## src/rtl/if_id_stage_if.sv

```systemverilog
// Signal bundle between the fetch stage, the IF/ID register and the decode/hazard consumers.
interface if_id_stage_if;
  logic [15:0] PC_in_IF;
  logic [15:0] instr_IF;
  logic        MemRead_EX;
  logic [2:0]  rtaddr_EX;
  logic        PCSrc_EX;
  logic [15:0] PC_out_ID;
  logic [15:0] instr_ID;
  logic        valid_ID;
  logic [2:0]  opcode_ID;
  logic [2:0]  rsaddr_ID;
  logic [2:0]  rtaddr_ID;
  logic [2:0]  rdaddr_ID;
  logic [3:0]  funct_ID;
  logic [15:0] ZeroFilled_ID;
  logic [15:0] SignExtend_ID;
  logic        PCWrite;
  logic        IDEXflush;
  logic [15:0] stall_cnt;
  logic [15:0] flush_cnt;

  modport master (
    output PC_in_IF, instr_IF, MemRead_EX, rtaddr_EX, PCSrc_EX,
    input  PC_out_ID, instr_ID, valid_ID, opcode_ID, rsaddr_ID, rtaddr_ID,
           rdaddr_ID, funct_ID, ZeroFilled_ID, SignExtend_ID, PCWrite,
           IDEXflush, stall_cnt, flush_cnt
  );

  modport slave (
    input  PC_in_IF, instr_IF, MemRead_EX, rtaddr_EX, PCSrc_EX,
    output PC_out_ID, instr_ID, valid_ID, opcode_ID, rsaddr_ID, rtaddr_ID,
           rdaddr_ID, funct_ID, ZeroFilled_ID, SignExtend_ID, PCWrite,
           IDEXflush, stall_cnt, flush_cnt
  );
endinterface

```

## src/rtl/if_id_stage.sv

```systemverilog
// IF/ID pipeline register with field decode, load-use hazard detection,
// PC/ID-EX control generation and saturating stall/flush event counters.
module if_id_stage (
  input  logic          clk_i,
  input  logic          rst_n,
  if_id_stage_if.slave  bus
);
  logic [15:0] pc_q, pc_d;
  logic [15:0] instr_q, instr_d;
  logic        valid_q, valid_d;
  logic [15:0] stall_cnt_q, stall_cnt_d;
  logic [15:0] flush_cnt_q, flush_cnt_d;
  logic        load_use;

  // r0 is hardwired zero, so a load targeting it never creates a hazard
  always_comb begin
    load_use = bus.MemRead_EX && valid_q && (bus.rtaddr_EX != 3'd0) &&
               ((bus.rtaddr_EX == instr_q[12:10]) || (bus.rtaddr_EX == instr_q[9:7]));
  end

  always_comb begin
    pc_d        = pc_q;
    instr_d     = instr_q;
    valid_d     = valid_q;
    stall_cnt_d = stall_cnt_q;
    flush_cnt_d = flush_cnt_q;
    if (bus.PCSrc_EX) begin
      pc_d        = '0;
      instr_d     = '0;
      valid_d     = 1'b0;
      flush_cnt_d = (flush_cnt_q == '1) ? flush_cnt_q : flush_cnt_q + 16'd1;
    end else if (load_use) begin
      stall_cnt_d = (stall_cnt_q == '1) ? stall_cnt_q : stall_cnt_q + 16'd1;
    end else begin
      pc_d    = bus.PC_in_IF;
      instr_d = bus.instr_IF;
      valid_d = 1'b1;
    end
  end

  always_ff @(posedge clk_i or negedge rst_n) begin
    if (!rst_n) begin
      pc_q        <= '0;
      instr_q     <= '0;
      valid_q     <= 1'b0;
      stall_cnt_q <= '0;
      flush_cnt_q <= '0;
    end else begin
      pc_q        <= pc_d;
      instr_q     <= instr_d;
      valid_q     <= valid_d;
      stall_cnt_q <= stall_cnt_d;
      flush_cnt_q <= flush_cnt_d;
    end
  end

  assign bus.PC_out_ID     = pc_q;
  assign bus.instr_ID      = instr_q;
  assign bus.valid_ID      = valid_q;
  assign bus.opcode_ID     = instr_q[15:13];
  assign bus.rsaddr_ID     = instr_q[12:10];
  assign bus.rtaddr_ID     = instr_q[9:7];
  assign bus.rdaddr_ID     = instr_q[6:4];
  assign bus.funct_ID      = instr_q[3:0];
  assign bus.ZeroFilled_ID = {9'b0, instr_q[6:0]};
  assign bus.SignExtend_ID = {{9{instr_q[6]}}, instr_q[6:0]};
  assign bus.PCWrite       = bus.PCSrc_EX || !load_use;
  assign bus.IDEXflush     = bus.PCSrc_EX || load_use;
  assign bus.stall_cnt     = stall_cnt_q;
  assign bus.flush_cnt     = flush_cnt_q;
endmodule

```

## src/flat_wrapper.sv

```systemverilog
// flat-port wrapper written by rule: the top's interface ports become plain ports
module if_id_stage_flat 
  (clk_i, rst_n, bus_PC_in_IF, bus_instr_IF, bus_MemRead_EX, bus_rtaddr_EX, bus_PCSrc_EX, bus_PC_out_ID, bus_instr_ID, bus_valid_ID, bus_opcode_ID, bus_rsaddr_ID, bus_rtaddr_ID, bus_rdaddr_ID, bus_funct_ID, bus_ZeroFilled_ID, bus_SignExtend_ID, bus_PCWrite, bus_IDEXflush, bus_stall_cnt, bus_flush_cnt);
  if_id_stage_if bus_i ();
  input  logic clk_i;
  input  logic rst_n;
  input wire logic [$bits(bus_i.PC_in_IF)-1:0] bus_PC_in_IF;
  input wire logic [$bits(bus_i.instr_IF)-1:0] bus_instr_IF;
  input wire logic [$bits(bus_i.MemRead_EX)-1:0] bus_MemRead_EX;
  input wire logic [$bits(bus_i.rtaddr_EX)-1:0] bus_rtaddr_EX;
  input wire logic [$bits(bus_i.PCSrc_EX)-1:0] bus_PCSrc_EX;
  output wire logic [$bits(bus_i.PC_out_ID)-1:0] bus_PC_out_ID;
  output wire logic [$bits(bus_i.instr_ID)-1:0] bus_instr_ID;
  output wire logic [$bits(bus_i.valid_ID)-1:0] bus_valid_ID;
  output wire logic [$bits(bus_i.opcode_ID)-1:0] bus_opcode_ID;
  output wire logic [$bits(bus_i.rsaddr_ID)-1:0] bus_rsaddr_ID;
  output wire logic [$bits(bus_i.rtaddr_ID)-1:0] bus_rtaddr_ID;
  output wire logic [$bits(bus_i.rdaddr_ID)-1:0] bus_rdaddr_ID;
  output wire logic [$bits(bus_i.funct_ID)-1:0] bus_funct_ID;
  output wire logic [$bits(bus_i.ZeroFilled_ID)-1:0] bus_ZeroFilled_ID;
  output wire logic [$bits(bus_i.SignExtend_ID)-1:0] bus_SignExtend_ID;
  output wire logic [$bits(bus_i.PCWrite)-1:0] bus_PCWrite;
  output wire logic [$bits(bus_i.IDEXflush)-1:0] bus_IDEXflush;
  output wire logic [$bits(bus_i.stall_cnt)-1:0] bus_stall_cnt;
  output wire logic [$bits(bus_i.flush_cnt)-1:0] bus_flush_cnt;
  assign bus_i.PC_in_IF = bus_PC_in_IF;
  assign bus_i.instr_IF = bus_instr_IF;
  assign bus_i.MemRead_EX = bus_MemRead_EX;
  assign bus_i.rtaddr_EX = bus_rtaddr_EX;
  assign bus_i.PCSrc_EX = bus_PCSrc_EX;
  assign bus_PC_out_ID = bus_i.PC_out_ID;
  assign bus_instr_ID = bus_i.instr_ID;
  assign bus_valid_ID = bus_i.valid_ID;
  assign bus_opcode_ID = bus_i.opcode_ID;
  assign bus_rsaddr_ID = bus_i.rsaddr_ID;
  assign bus_rtaddr_ID = bus_i.rtaddr_ID;
  assign bus_rdaddr_ID = bus_i.rdaddr_ID;
  assign bus_funct_ID = bus_i.funct_ID;
  assign bus_ZeroFilled_ID = bus_i.ZeroFilled_ID;
  assign bus_SignExtend_ID = bus_i.SignExtend_ID;
  assign bus_PCWrite = bus_i.PCWrite;
  assign bus_IDEXflush = bus_i.IDEXflush;
  assign bus_stall_cnt = bus_i.stall_cnt;
  assign bus_flush_cnt = bus_i.flush_cnt;
  if_id_stage u_core (.clk_i(clk_i), .rst_n(rst_n), .bus(bus_i));
endmodule
```

## config.mk

```make
export PLATFORM = sky130hd
export DESIGN_NAME = if_id_stage_flat
export DESIGN_NICKNAME = d
export VERILOG_FILES = /design/src/rtl/if_id_stage_if.sv /design/src/rtl/if_id_stage.sv /design/src/flat_wrapper.sv
export SDC_FILE = /design/constraint.sdc
export NUM_CORES = 1
export LEC_CHECK = 0
export CAP_MARGIN = 30
export CORE_UTILIZATION = 37
export DETAILED_ROUTE_END_ITERATION = 12
export PLACE_DENSITY = 0.74
export SLEW_MARGIN = 30
export SYNTH_ARGS = -nofsm -noshare
export SYNTH_HDL_FRONTEND = slang
export SYNTH_SLANG_ARGS = --single-unit
```

## constraint.sdc

```tcl
create_clock -name clk_i -period 2.1 [get_ports clk_i]
set_input_delay 0.21 -clock clk_i [delete_from_list [all_inputs] [get_ports clk_i]]
set_output_delay 0.21 -clock clk_i [all_outputs]
set_load 0.02 [all_outputs]
```

==> flow_metrics.env <==
export IMPL_outcome="finished, final reports clean"
export IMPL_clock_latency_ns=0.34
export IMPL_num_fill_cells=795
export IMPL_row_count=34
export IMPL_rsz0062_at_grt="no"
export IMPL_regToRegSetupSlack_ns=0.17
export IMPL_cts_buffer_depth=2
export IMPL_grt_pass1_vias=2410
export IMPL_synth_area_top_cells="dfrtp_1 49%, buf_4 12%, mux2i_1 9.7%, xnor2_1 6.4%, nor2_1 5.0%"
export IMPL_period_share_pct=95.38
export IMPL_period_needed_ns=2.003
export IMPL_routed_via_count=2576
export IMPL_worst_hold_slack_ns=0.4336
export IMPL_powerDensity_nw_per_um2=814.3
export IMPL_power_leakage_nw=1.999
export IMPL_fp_dieW_um=96.52
export IMPL_slowest_stage="clkdlybuf4s50_1"
export IMPL_final_util_pct=55.59
export IMPL_synth_most_common_cell="dfrtp_1"
export IMPL_synth_ff_type="dfrtp_1"
export IMPL_setup_violations_final=0
export IMPL_report_final_slew_viol_count=0
export IMPL_grt_pass1_wl_um=12100
export IMPL_yosysUniqueCellTypes=31
export IMPL_clock_skew_ns=0.01348
export IMPL_cts_htree_levels=3
export IMPL_min_path_type="input port to asynchronous set/reset pin"
export IMPL_worstPathCellList="clkdlybuf4s50_1 -> o311ai_2 -> buf_4 -> a21oi_4 -> or2_2 -> dlygate4sd2_1"
export IMPL_hpwl_um=5766
export IMPL_pin_count=154
export IMPL_synth_top_cells_by_count="65 x dfrtp_1, 52 x buf_4, 44 x nor2_1, 32 x mux2i_1, 24 x xnor2_1"
export IMPL_drive_above_1_share_pct=8.796
export IMPL_dr_first_iter_drc_count=68
export IMPL_yosysSeqAreaShare_pct=49.21
export IMPL_vdd_drop_max_mv=0.6491
export IMPL_worst_r2r_endpoint="u_core.bus.stall_cnt[1]"
export IMPL_die_y_um=96.52
export IMPL_cp_required_ns=1.89
export IMPL_grt_use_total_pct=17.28
export IMPL_numPortBuffers=144
export IMPL_critPathKind="input port to primary output"
export IMPL_reg2reg_depth=6
export IMPL_place_inst=523
export IMPL_antenna_found_initial=0
export IMPL_drc=0
export IMPL_diodes=0
export IMPL_multi_input_area_um2=1279
export IMPL_cts_tree="done"
export IMPL_ys_ff_latch=65
export IMPL_final_antenna_net_count=0
export IMPL_cts_inserted_buffers=9
export IMPL_layout_area_overhead_vs_synth_pct=45.95
export IMPL_ys_warn_count=0
export IMPL_tns_ns=0
export IMPL_synthCells=309
export IMPL_clock_fmax_ghz=0.4992
export IMPL_synth_edff_count=0
export IMPL_via_per_inst=4.770
export IMPL_wl_um=7876
export IMPL_clk_pin_slew_ns=0.08
export IMPL_final_hold_viol_count=0
export IMPL_syn_area_um2=3306
export IMPL_max_cap_viol_count=0
export IMPL_cp_max_fo=4
export IMPL_fin_cells=540
export IMPL_synth_largest_area_cell="dfrtp_1"
export IMPL_nets=468
export IMPL_cp_end_kind="primary output"
export IMPL_regArea_um2=1627
export IMPL_rr_startpoint="u_core.bus.instr_ID[11]"
export IMPL_yosysTopAreaCellShare_pct=49.21
export IMPL_start_util_pct=38.09
export IMPL_overflow=0
export IMPL_syn_avg_cell_area_um2=10.70
export IMPL_dr_pass1_iters=4
export IMPL_crit_path_start_kind="input port"
export IMPL_async_flop_share_pct=100.0
export IMPL_core_area_um2=8678
export IMPL_clk_root_buffer_cell="clkbuf_8"
export IMPL_grt_max_degree=66
export IMPL_clkSinkCount=65
export IMPL_postCtsSetupRepairBufs=0
export IMPL_fp_dieArea_um2=9316
export IMPL_critical_path_arrival_ns=1.79
export IMPL_wl_per_cell_um=14.59
export IMPL_slowest_delay_ns=0.48
export IMPL_place_congestion=0.7292
cell type report:
cell class / instances / area share (%)
Sequential cell: 65 / 33.71
Clock inverter: 7 / 1.971
Inverter: 3 / 0.2334
Tap cell: 108 / 2.801
Multi-Input combinational cell: 190 / 26.50
Timing Repair Buffer: 158 / 32.21
Clock buffer: 9 / 2.567
metal layers:
| layer | up-vias | GRT usage (%) | wire [um] |
|---|---|---|---|
| met5 | - | 0 | 0 |
| met4 | 0 | 6.250 | 113 |
| met3 | 12 | 3.834 | 626 |
| met2 | 112 | 28.81 | 3803 |
| met1 | 1240 | 21.98 | 3332 |
| li1 | 1212 | - | - |
power breakdown:
group,switching (mW),leakage [nW],internal [mW]
Sequential,0.196,0.846,1.42
Clock,0.498,0.109,0.668
Combinational,0.564,1.04,0.587
registers in the layout, indices dropped and copies added, names as in the netlist:
| name | flops |
|---|---|
| u_core.bus.stall_cnt | 16 |
| u_core.bus.instr_ID | 16 |
| u_core.bus.valid_ID | 1 |
| u_core.bus.PC_out_ID | 16 |
| u_core.bus.flush_cnt | 16 |
cell families (layout without fill, tap and decap cells):
kind of cell / count (synthesis) / after routing / synth area share [%]
simple gates: 104 / 104 / 15.29
mux: 34 / 34 / 10.37
flops: 65 / 65 / 49.21
xor+xnor: 36 / 36 / 9.538
other cells: 1 / 9 / 0.1134
compound gates: 5 / 5 / 1.249
fa+ha+maj: 2 / 2 / 0.7569
buf+inv: 62 / 177 / 13.47
per-stage QoR:
step,instance area (um^2),setup WS (ns),total power [mW]
6_report,4825,0.09696,3.929
5_1_grt,4825,0.01309,4.158
3_3_place_gp,4591,-0.08806,2.772
2_1_floorplan,3336,0.2262,2.243
3_5_place_dp,4591,-0.1773,2.796
4_1_cts,4817,0.07424,3.983
worst max-delay path by stage:
stage                             from                 endpoint  slack, ns  cells after the start
2_1_floorplan  u_core.bus.flush_cnt[0]  u_core.bus.flush_cnt[1]       0.23                      6
3_3_place_gp          bus_rtaddr_EX[1]            bus_IDEXflush      -0.09                      6
3_5_place_dp          bus_rtaddr_EX[2]  u_core.bus.stall_cnt[1]      -0.18                      7
4_1_cts               bus_rtaddr_EX[0]            bus_IDEXflush       0.07                      6
5_1_grt               bus_rtaddr_EX[1]            bus_IDEXflush       0.01                      6
6_report              bus_rtaddr_EX[1]            bus_IDEXflush        0.1                      6
cell usage in the layout (no fill, tap or decap), types with 3 or more instances in the layout:
| cell type | synthesis | layout |
|---|---|---|
| conb_1 | 1 | 9 |
| buf_4 | 52 | 12 |
| nor2_1 | 44 | 44 |
| nand2_1 | 11 | 11 |
| xnor2_1 | 24 | 24 |
| nand4_1 | 10 | 10 |
| clkdlybuf4s50_1 | 0 | 141 |
| inv_1 | 3 | 3 |
| and3_1 | 7 | 7 |
| nand3_1 | 18 | 18 |
| mux2i_1 | 32 | 32 |
| xor2_1 | 12 | 12 |
| nor4_1 | 3 | 3 |
| dfrtp_1 | 65 | 65 |
| clkbuf_8 | 0 | 9 |
repair_timing:
item | 4_1_cts | 5_1_grt
hold endpoints to repair | 65 | 0
endpoints found under the setup margin | 2 | 1
hold buffers | 1 | 0
gates resized for setup | 2 | 1
critical path, delay by kind of cell:
family          cells  cell delay, ns
compound gates      2            0.35
buf+inv             3            0.97
simple gates        1            0.27
No activity file was read; power rests on OpenSTA's default activity.
